**config.mk**
```make
export PLATFORM = sky130hd
export DESIGN_NAME = rrf_alloc_ctrl
export DESIGN_NICKNAME = d
export VERILOG_FILES = /design/src/rtl/rrf_alloc_ctrl_pkg.sv /design/src/rtl/rrf_alloc_ctrl_chk.sv /design/src/rtl/rrf_ring_ptr.sv /design/src/rtl/rrf_alloc_ctrl.sv
export SDC_FILE = /design/constraint.sdc
export NUM_CORES = 1
export LEC_CHECK = 0
export BUFFER_PORTS_ARGS = -buffer_cell sky130_fd_sc_hd__buf_2
export CAP_MARGIN = 20
export CORE_ASPECT_RATIO = 1.4
export CORE_MARGIN = 5
export CORE_UTILIZATION = 55
export CTS_CLUSTER_DIAMETER = 200
export CTS_CLUSTER_SIZE = 12
export DETAILED_ROUTE_END_ITERATION = 8
export GPL_TIMING_DRIVEN = 0
export PLACE_DENSITY = 0.85
export SETUP_SLACK_MARGIN = 0.2
export SYNTH_ARGS = -nofsm -noshare
export SYNTH_HDL_FRONTEND = slang
export SYNTH_SLANG_ARGS = --single-unit
```
**constraint.sdc**
```tcl
create_clock -name clk_i -period 8.6 [get_ports clk_i]
set_input_delay 1.72 -clock clk_i [delete_from_list [all_inputs] [get_ports clk_i]]
set_output_delay 1.72 -clock clk_i [all_outputs]
set_load 0.01 [all_outputs]
```
**src/rtl/rrf_alloc_ctrl_pkg.sv**
```systemverilog
// Shared constants and small helpers for the rename/ROB entry allocator.
package rrf_alloc_ctrl_pkg;

  localparam int RRF_NUM_DEF = 64;

  typedef logic [1:0] cnt2_t;

  function automatic cnt2_t alloc_count(input logic a, input logic b);
    return {1'b0, a} + {1'b0, b};
  endfunction

endpackage

```
**src/rtl/rrf_alloc_ctrl_chk.sv**
```systemverilog
// Protocol checker for rrf_alloc_ctrl: illegal request/commit patterns and
// free-count range.
module rrf_alloc_ctrl_chk #(
  parameter int RRF_NUM = 64,
  parameter int RRF_SEL = 6
) (
  input logic             i_clk,
  input logic             i_reset,
  input logic             i_req1,
  input logic             i_req2,
  input logic [1:0]       i_comnum,
  input logic [RRF_SEL:0] i_freenum
);

  logic [RRF_SEL:0] w_occupancy;

  assign w_occupancy = (RRF_SEL+1)'(RRF_NUM) - i_freenum;

  a_req2_without_req1: assert property (@(posedge i_clk) disable iff (i_reset)
    !(i_req2 && !i_req1))
    else $error("rrf_alloc_ctrl: req2 asserted without req1");

  a_comnum_legal: assert property (@(posedge i_clk) disable iff (i_reset)
    i_comnum != 2'd3)
    else $error("rrf_alloc_ctrl: comnum of 3");

  a_comnum_le_occ: assert property (@(posedge i_clk) disable iff (i_reset)
    (RRF_SEL+1)'(i_comnum) <= w_occupancy)
    else $error("rrf_alloc_ctrl: commit exceeds occupancy");

  a_freenum_range: assert property (@(posedge i_clk) disable iff (i_reset)
    i_freenum <= (RRF_SEL+1)'(RRF_NUM))
    else $error("rrf_alloc_ctrl: freenum above ring size");

endmodule

```
**src/rtl/rrf_ring_ptr.sv**
```systemverilog
// Ring pointer: RRF_SEL-wide index with synchronous reset, optional load,
// and a 0..2 advance that wraps naturally because the ring is a power of two.
module rrf_ring_ptr
  import rrf_alloc_ctrl_pkg::*;
#(
  parameter int RRF_SEL = 6
) (
  input  logic               i_clk,
  input  logic               i_reset,
  input  logic               i_load,
  input  logic [RRF_SEL-1:0] i_load_val,
  input  cnt2_t              i_inc,
  output logic [RRF_SEL-1:0] o_ptr
);

  logic [RRF_SEL-1:0] r_ptr;

  // Pointer register: reset, load on rollback, otherwise advance by i_inc.
  always_ff @(posedge i_clk) begin
    if (i_reset) begin
      r_ptr <= {RRF_SEL{1'b0}};
    end else if (i_load) begin
      r_ptr <= i_load_val;
    end else begin
      r_ptr <= r_ptr + RRF_SEL'(i_inc);
    end
  end

  assign o_ptr = r_ptr;

endmodule

```
**src/rtl/rrf_alloc_ctrl.sv**
```systemverilog
// Rename/ROB entry allocator: grants up to two ring entries per cycle and
// reclaims them on commit. Define RRF_ALLOC_ROLLBACK_EN to flush on prmiss_i.
module rrf_alloc_ctrl
  import rrf_alloc_ctrl_pkg::*;
#(
  parameter int RRF_NUM = RRF_NUM_DEF,
  parameter int RRF_SEL = $clog2(RRF_NUM)
) (
  input  logic               clk_i,
  input  logic               reset_i,
  input  logic               req1_i,
  input  logic               req2_i,
  input  logic               stall_ext_i,
  input  logic [1:0]         comnum_i,
  input  logic               prmiss_i,
  output logic               dp1_o,
  output logic [RRF_SEL-1:0] dp1_addr_o,
  output logic               dp2_o,
  output logic [RRF_SEL-1:0] dp2_addr_o,
  output logic [RRF_SEL-1:0] dispatch_ptr_o,
  output logic [RRF_SEL-1:0] commit_ptr_o,
  output logic [RRF_SEL:0]   rrf_freenum_o,
  output logic               stall_o
);

  localparam logic [RRF_SEL:0] LP_FREE_FULL = (RRF_SEL+1)'(RRF_NUM);

  logic [RRF_SEL-1:0] w_dispatch_ptr;
  logic [RRF_SEL-1:0] w_commit_ptr;
  logic [RRF_SEL-1:0] w_disp_load_val;
  logic [RRF_SEL:0]   r_freenum;
  logic [RRF_SEL:0]   w_freenum_next;
  logic               w_rollback;
  logic               w_stall;
  logic               w_dp1;
  logic               w_dp2;
  cnt2_t              w_allocnum;

`ifdef RRF_ALLOC_ROLLBACK_EN
  // On a flush the dispatch pointer snaps to the post-commit head of the ring.
  assign w_rollback      = prmiss_i;
  assign w_disp_load_val = w_commit_ptr + RRF_SEL'(comnum_i);
`else
  logic w_unused_prmiss;
  assign w_unused_prmiss = prmiss_i;
  assign w_rollback      = 1'b0;
  assign w_disp_load_val = {RRF_SEL{1'b0}};
`endif

  // Grant/stall decision, all-or-nothing per pair, from the registered free count.
  always_comb begin
    w_stall    = reset_i | stall_ext_i | w_rollback
               | (req1_i & (r_freenum == {(RRF_SEL+1){1'b0}}))
               | (req2_i & (r_freenum < (RRF_SEL+1)'(2)));
    w_dp1      = req1_i & ~w_stall;
    w_dp2      = req2_i & req1_i & ~w_stall;
    w_allocnum = alloc_count(w_dp1, w_dp2);
  end

  // Free-count next state: net of allocations and commits, full on rollback.
  always_comb begin
    w_freenum_next = r_freenum;
    if (w_rollback) begin
      w_freenum_next = LP_FREE_FULL;
    end else begin
      w_freenum_next = r_freenum - (RRF_SEL+1)'(w_allocnum) + (RRF_SEL+1)'(comnum_i);
    end
  end

  // Free-count register.
  always_ff @(posedge clk_i) begin
    if (reset_i) begin
      r_freenum <= LP_FREE_FULL;
    end else begin
      r_freenum <= w_freenum_next;
    end
  end

  rrf_ring_ptr #(.RRF_SEL(RRF_SEL)) u_dispatch_ptr (
    .i_clk      (clk_i),
    .i_reset    (reset_i),
    .i_load     (w_rollback),
    .i_load_val (w_disp_load_val),
    .i_inc      (w_allocnum),
    .o_ptr      (w_dispatch_ptr)
  );

  rrf_ring_ptr #(.RRF_SEL(RRF_SEL)) u_commit_ptr (
    .i_clk      (clk_i),
    .i_reset    (reset_i),
    .i_load     (1'b0),
    .i_load_val ({RRF_SEL{1'b0}}),
    .i_inc      (comnum_i),
    .o_ptr      (w_commit_ptr)
  );

  rrf_alloc_ctrl_chk #(.RRF_NUM(RRF_NUM), .RRF_SEL(RRF_SEL)) u_chk (
    .i_clk     (clk_i),
    .i_reset   (reset_i),
    .i_req1    (req1_i),
    .i_req2    (req2_i),
    .i_comnum  (comnum_i),
    .i_freenum (r_freenum)
  );

  assign dp1_o          = w_dp1;
  assign dp2_o          = w_dp2;
  assign dp1_addr_o     = w_dispatch_ptr;
  assign dp2_addr_o     = w_dispatch_ptr + RRF_SEL'(1'b1);
  assign dispatch_ptr_o = w_dispatch_ptr;
  assign commit_ptr_o   = w_commit_ptr;
  assign rrf_freenum_o  = r_freenum;
  assign stall_o        = w_stall;

endmodule
```
==> results of run 1 <==
[metrics by stage]
step | setup WS [ns] | utilization, % | area, µm² | total power (W)
after floorplan | 4.11 | - | 1390 | 0.000300
after global placement | 4.02 | 67.3 | 1630 | 0.000351
after detailed placement | 3.96 | 67.3 | 1630 | 0.000364
after CTS | 4.08 | 68.4 | 1650 | 0.000412
after global routing | 4.02 | 68.4 | 1650 | 0.000447
final | 4.09 | 68.4 | 1650 | 0.000412
[cell families (layout without fill, tap and decap cells)]
family / after synthesis / after routing / share of synthesized area (%)
AO/OA/AOI/OAI: 28 / 28 / 13.5
XOR/XNOR: 8 / 8 / 5.05
adder cells (fa/ha/maj): 23 / 23 / 22.9
buffers and inverters: 31 / 74 / 10.7
flip-flops: 19 / 19 / 27.4
multiplexers: 3 / 3 / 2.43
AND/OR/NAND/NOR: 45 / 45 / 18.0
[tightest hold or removal path, cell delays in order (launching register included)]
cell and delay (ns):
dfxtp_1 0.34, o21ai_0 0.08, a21oi_1 0.06
[path summary, 6_finish.rpt]
path,startpoint,endpoint,slack (ns),cells past startpoint
setup reg to reg,rrf_freenum_o[4],rrf_freenum_o[6],5.34,12
hold / removal,u_commit_ptr.o_ptr[4],u_commit_ptr.o_ptr[4],0.52,2
hold reg to reg,u_commit_ptr.o_ptr[4],u_commit_ptr.o_ptr[4],0.52,2
setup / recovery,reset_i,dp2_o,4.09,5
[power breakdown]
group	internal (W)	switching, W
combinational	0.000111	0.000133
clock	0.0000174	0.0000296
sequential	0.000106	0.0000150
[cell type report]
cell class	count	area [µm²]	share of cell area (%)
multi-input combinational	107	860	52.0
tap	34	42.5	2.57
clock buffer	3	22.5	1.36
sequential	19	380	23.0
timing repair buffer	39	195	11.8
buffer	10	70.1	4.24
clock inverter	1	5.00	0.303
inverter	21	78.8	4.77
[placed cells by master (no fill, tap or decap), types with 2 or more instances in the layout]
| cell type | Yosys | layout |
|---|---|---|
| o21ai_0 | 5 | 5 |
| nand3_1 | 3 | 3 |
| xnor2_1 | 3 | 3 |
| xor2_1 | 5 | 5 |
| ha_1 | 19 | 19 |
| a21oi_1 | 9 | 9 |
| a211oi_1 | 3 | 3 |
| buf_4 | 6 | 6 |
| nor4b_1 | 2 | 2 |
| nand2_1 | 3 | 3 |
| dfxtp_1 | 19 | 19 |
| nor4bb_1 | 2 | 2 |
| mux2_2 | 3 | 3 |
| or3_1 | 4 | 4 |
| nor2_1 | 14 | 14 |
| nor2b_1 | 10 | 10 |
| nor3_1 | 4 | 4 |
| fa_1 | 4 | 4 |
| buf_2 | 2 | 41 |
| inv_1 | 21 | 21 |
| clkbuf_4 | 0 | 3 |
[registers in the layout, summed over array words and instances, names as in the netlist]
name                  cells
rrf_freenum_o             7
u_commit_ptr.o_ptr        6
u_dispatch_ptr.o_ptr      6
[routing by layer]
layer | GRT usage, % | up-vias | share of wire (%)
met3 | 1.94 | 7 | 5.5
met4 | 6.53 | 0 | 1.9
met1 | 19.8 | 566 | 43
li1 | - | 616 | -
met5 | 0 | - | 0
met2 | 29.6 | 44 | 49
==> impl_summary.md, run 1 <==
Status
The flow ran to the end, and the final reports show no timing, DRC or antenna violations.

Yosys
The mean area per synthesized cell is 8.85 µm². The synthesized design spends more area on one cell type than any other, namely dfxtp_1. Yosys attributes the largest share of cell area to dfxtp_1, ha_1, fa_1. The unique cell type count in the Yosys netlist is 36. The synthesized netlist net count is 188.

The most common cell in the synthesized netlist is inv_1. The share of the yosys chip area belonging to registers is 27.4%. The post-synthesis async set-or-reset flop share is 0%. The commonest cells after synthesis are inv_1, dfxtp_1, ha_1, nor2_1, nor2b_1.

The Yosys step of the flow raised 0 warnings. The count of flip-flops with a built-in enable after synthesis is 0. In this run the cell area of the synthesized design comes to 1390 µm². The most used flip-flop cell after synthesis is dfxtp_1.

The synthesized design contains 19 register bits. Counting every instance in the synthesized netlist gives 157. The top cell type's share of synthesized area is 27.4%.

Drt
Using the TritonRoute via totals, the vias-per-cell ratio works out to 5.27. The first-iteration detailed-routing DRC count is 19. The final layout contains routed wiring with a total length of 2930 µm. After detailed routing, the average wire length per cell comes to 12.5 µm. The count of TritonRoute iterations in the first routing pass is 4.

The number of vias in the routed layout is 1,233. After detailed routing, the number of remaining DRC violations is 0. The antenna violation net count after detailed routing is 0.

Pwr
VDD sags by at most 0.148 mV. For this design the ratio of total power to cell area is 249 nW/µm². The cell leakage power is 0.827 nW.

Placed design
The number of input and output port buffers inserted is 39. The final estimated routing congestion in global placement is 0.848. Once detailed placement completed, the half-perimeter wirelength came to 2420 µm. The total instance count after detailed placement is 230.

STA
The relative slew slack is 66.9%. Setup violations remaining at the end of the flow were counted as 0. The shortest clock period the worst path allows after layout is 4.51 ns. In the finished design, the share of the clock period the worst path needs comes to 52.4%. The final hold violation count is 0. The post-route worst hold slack is 0.518 ns. Across the routed clock network, the largest skew measured is 0.00484 ns. For the final routed database, the setup TNS stands at 0 ns. The max-slew violation count came to 0. The slew at the pin with the worst max-slew slack is 0.496 ns.

Derived from the worst setup path, the maximum achievable clock frequency is 0.222 GHz. Setup repair after global routing left no endpoint under its margin.

Clocking
In this run, CTS created clock tree buffers numbering 3. Post-CTS repair changed the size of 0 cells. The number of levels the H-tree was split into is 1. The clock insertion delay at the later pin of the skew report is 0.31 ns. The CTS clock-pin slew for the worst setup and hold paths is 0.11 ns. The tree is rooted in a clkbuf_4.

Buffers inserted to repair hold after CTS numbered 0. The post-CTS setup buffer count is 0. The worst-case clock buffer depth is 2. TritonCTS built the clock tree. The number of clock sinks is 19.

Critical path
The cell at the slowest stage of the critical path is a311o_1. The number of buffers and inverters on the critical path is 2. The data required time at the worst endpoint is 6.88 ns. The type of element capturing the critical path is a primary output. The critical path goes through buf_6 > or2_0 > a311o_1 > nor3b_2 > buf_2. The worst stage delay on the critical path is 0.36 ns. The maximum fanout along the worst path is 10. The kind of cell with the highest combined delay on the critical path is simple AND/OR/NAND/NOR gates. By startpoint and endpoint, the worst setup path is classified as input port to primary output. The worst setup path is launched from an input port. The data arrival time of the critical path is 2.79 ns.

Global routing
Entering global routing, the biggest net connects 12 pins. The via count of the first global-routing pass is 1,179. The number of antenna violations at the first check in global routing was 0.

The total global-route track usage is 16.8%. The wire length of the first global-routing pass is 4860 µm. The leftover overflow at the end of global routing is 0.

Floorplanning
The die is 69.5 µm tall. In this run the count of I/O pins placed on the die edge is 42. The number of rows created at floorplan is 21. The area of the die is 3640 µm².

The region available for standard cell placement spans 2420 µm². The floorplan step set the die width to 52.5 µm. The initial utilization of the core area, before any placement, comes to 57.5%.

Final layout
The post-layout net count is 232. The number of antenna diodes is 0. Relative to the synthesized area, the layout overhead comes to 19.1%. The post-route non-filler standard cell count is 234. The layout has 215 filler cells. Cells with a size suffix above 1 make up 29.0% of the layout.

Flow run
The tool flagged a number of max-cap violations equal to 0.

Hold path
The class of the worst hold path is register to register.
No activity file was read; power rests on OpenSTA's default activity.
==> run 2: changes to the inputs <==
Settings changed: ABC_AREA set to 1, CORE_UTILIZATION 55 to 46, PLACE_DENSITY 0.85 to 0.76.
Clock period 8.6 ns to 4.1 ns, I/O delays scaled along.
==> run 2 against run 1 <==
  * Final cell count grew 10%
  * Non-clock buffer count shrank 1
  * Worst hold slack got worse by 0.019 ns
  * Synthesized cell count increased by 13%
  * Total power grew 100%
  * Clock power rose to 2.9 times the previous value
  * Register-to-register slack lost 4.2 ns
  * Core utilization fell by 10 points
  * Sequential share of layout area is 0.28 points higher
==> impl_summary.md, run 2 <==
Critical path
STA classifies the critical path startpoint as an input port. The flop-to-flop setup slack is 1.13 ns. At the worst endpoint, the arrival time is 3.21 ns.

The data required time at the worst endpoint is 4.24 ns. The critical path start-end classification is input port to register. In this run the worst path has a maximum fanout of 10. STA classifies the critical path endpoint as a register.

Pwr
Net switching is 43.7% of the power. The cell leakage power is 0.913 nW. For this design the total switching power over the nets is 0.000362 W. The peak supply drop is 0.388 mV. Dividing total power by cell area gives a power density of 507 nW/µm². The part of the total power dissipated in the clock network is 16.2%.

The post-route total power is 0.000829 W. The part of the power in combinational logic is 53.6%. The share of total power dissipated in sequential elements is 30.3%. The internal portion of total power is 0.000467 W.

STA
The final hold violation count is 0. The max-slew violation count is 0. Setup repair after global routing left no endpoint under its margin.

The worst path setup slack after routing is 1.03 ns. For this run, the top clock speed supported by timing is 0.326 GHz. The slew at the pin with the worst max-slew slack is 0.270 ns. On the final layout, the worst clock skew is 0.00409 ns. For the final routed database, the setup TNS stands at 0 ns. The relative slew slack is 81.9%. The worst path needs 3.07 ns of the cycle, external delays included. The worst path uses 74.8% of the clock period.

The final number of setup-violating endpoints is 0. Final hold analysis gives a worst-case slack of 0.499 ns.

Clocking
The tree is rooted in a clkbuf_8. The CTS clock-pin slew for the worst setup and hold paths is 0.08 ns. Buffers inserted to repair hold after CTS numbered 0. The worst-case clock buffer depth is 2. The post-CTS setup buffer count is 0. TritonCTS built the clock tree. CTS built an H-tree with a depth of 1. The clock buffer count from CTS is 3. The tree built by TritonCTS fans out to 19 sinks.

In this run, post-CTS repair resized a total of 0 instances. The later pin in the worst-skew pair is clocked with a latency of 0.26 ns.

Yosys
In the post-synthesis netlist, the biggest area contributors are dfxtp_1, ha_1, inv_1. Counting flops with a built-in enable in the synthesized netlist gives 0. The number of different library cells used by synthesis comes to 23. inv_1 is the most common cell in the netlist. The Yosys step of the flow raised 0 warnings.

The synthesized design spends more area on one cell type than any other, namely dfxtp_1. The share of the yosys chip area belonging to registers is 28.4%. In this run the mean area of a mapped cell was 7.56 µm².

The post-synthesis async set-or-reset flop share is 0%. The synthesized netlist net count is 208. In the synthesized netlist, the number of instances is 177. The mapped netlist covers 1340 µm². In the synthesized netlist, the cells that appear most often are inv_1, nand2_1, nor2_1, dfxtp_1, ha_1. The synthesized flop and latch total is 19. The most used flip-flop cell after synthesis is dfxtp_1. Summed over its instances, the top area cell type makes up 28.4% of the synthesized netlist area.

Drt
Dividing the detail-routed wire length by the instance count gives 10.3 µm. In the routed design, unresolved DRC markers number 0. After the first detailed-routing iteration, the DRC count stood at 19. Wires add up to 2660 µm.

Using the TritonRoute via totals, the vias-per-cell ratio works out to 4.69. Once detail routing completed, the nets flagged for antenna violations numbered 0. The count of TritonRoute iterations in the first routing pass is 4. The detailed router placed 1,211 vias in this run.

Floorplanning
The overall die height is 73.8 µm. The effective utilization at floorplan is 47.5%. The area of the die is 4100 µm². The I/O pin count is 42. The width of the die is 55.6 µm. The floorplan has 23 rows.

The floorplan step defined a core boundary enclosing 2820 µm².

Flow run
Across the run, the number of max-cap violations was 0.

Global routing
The pin count of the biggest net entering global routing is 13. The first global-routing pass estimated 4610 µm of wire. The via count of the first global-routing pass is 1,156. The total global-route track usage is 13.9%. The leftover overflow at the end of global routing is 0.

The number of antenna violations at the first check in global routing is 0.

Placed design
The total instance count after detailed placement is 254. The wire-length estimate of the detail-placed layout is 2240 µm. Routability-driven placement finished with a final weighted congestion of 0.757. The post-place setup slack is 0.744 ns. The number of input and output port buffers inserted is 40.

Hold path
The class of the worst hold path is register to register.

Status
The run finished with clean final reports.

Final layout
The register with the most flip-flops in the layout has 7 of them. The finished layout holds 258 standard cells, fillers aside. Relative to the synthesized area, the layout overhead comes to 22.1%. Leaving out fill and tap cells, the most frequent cell in the layout is buf_2. For this run, the post-layout net count is 253. The fraction of final layout cells with drive strength greater than 1 is 26.2%. 0 antenna diodes ended up in the layout. In the layout the commonest cells are buf_2, inv_1, nand2_1.
run 2: cell count changes after synthesis, moves of 3 or more:
cell	before	now
nor3_1	4	0
inv_1	21	35
nand3_1	3	11
mux2_2	3	0
nand4_1	0	3
a21oi_1	9	6
a211oi_1	3	0
or3_1	4	0
nand2_1	3	26
nor2_1	14	25
nor2b_1	10	0
run 2: per-layer routing:
metal	part of all wire, %	up-vias	wire, µm	track usage (%)
met3	6.0	4	161	3.87
met5	0	-	0	0
met2	55	30	1460	26.8
met1	37	549	995	13.1
li1	-	628	-	-
met4	1.9	0	50	7.84
run 2: power groups by stage:
stage          registers, W  clock network (W)  logic (W)
3_3_place_gp       0.000255                  0   0.000436
4_1_cts            0.000252           0.000140   0.000448
6_report           0.000251           0.000134   0.000444
2_1_floorplan      0.000267                  0   0.000322
3_5_place_dp       0.000256                  0   0.000443
5_1_grt            0.000256           0.000144   0.000525
run 2: layout make-up:
| cell class | count | area (µm²) |
|---|---|---|
| clock inverters | 1 | 7.51 |
| well taps | 37 | 46.3 |
| plain buffers | 8 | 61.3 |
| clock buffers | 3 | 41.3 |
| multi-input cells | 113 | 758 |
| flip-flops and latches | 19 | 380 |
| fillers | 294 | 1190 |
| inverters | 37 | 139 |
| repair buffers | 40 | 200 |
run 2: metrics by stage:
stage / util, % / instance area (µm²)
3_3_place_gp: 56.2 / 1590
3_5_place_dp: 56.2 / 1590
2_1_floorplan: - / 1340
4_1_cts: 57.9 / 1630
5_1_grt: 57.9 / 1630
6_report: 57.9 / 1630
run 2: cell families (layout without fill, tap and decap cells):
group / after synthesis / count (layout) / synth area share, %
simple gates: 70 / 70 / 22.9
buf+inv: 45 / 89 / 15.0
fa+ha+maj: 23 / 23 / 23.7
flops: 19 / 19 / 28.4
compound gates: 14 / 14 / 6.08
xor+xnor: 6 / 6 / 3.93
run 2: final timing paths:
kind / from / endpoint / depth (start not counted)
min: u_commit_ptr.o_ptr[3] / u_commit_ptr.o_ptr[3] / 2
min reg2reg: u_commit_ptr.o_ptr[3] / u_commit_ptr.o_ptr[3] / 2
max: reset_i / rrf_freenum_o[6] / 16
max reg2reg: rrf_freenum_o[3] / rrf_freenum_o[6] / 18
run 2: critical path, cell delays in order:
cell and delay, ns:
buf_2 0.10, buf_2 0.18, nor2_1 0.11, nand3_1 0.12, nor2_1 0.17, ha_1 0.29, ha_1 0.28, inv_1 0.04
ha_1 0.21, fa_1 0.39, nand2_1 0.10, nand3_1 0.12, nand3_1 0.12, nand2_1 0.06, nand2_1 0.05, nand3_1 0.05
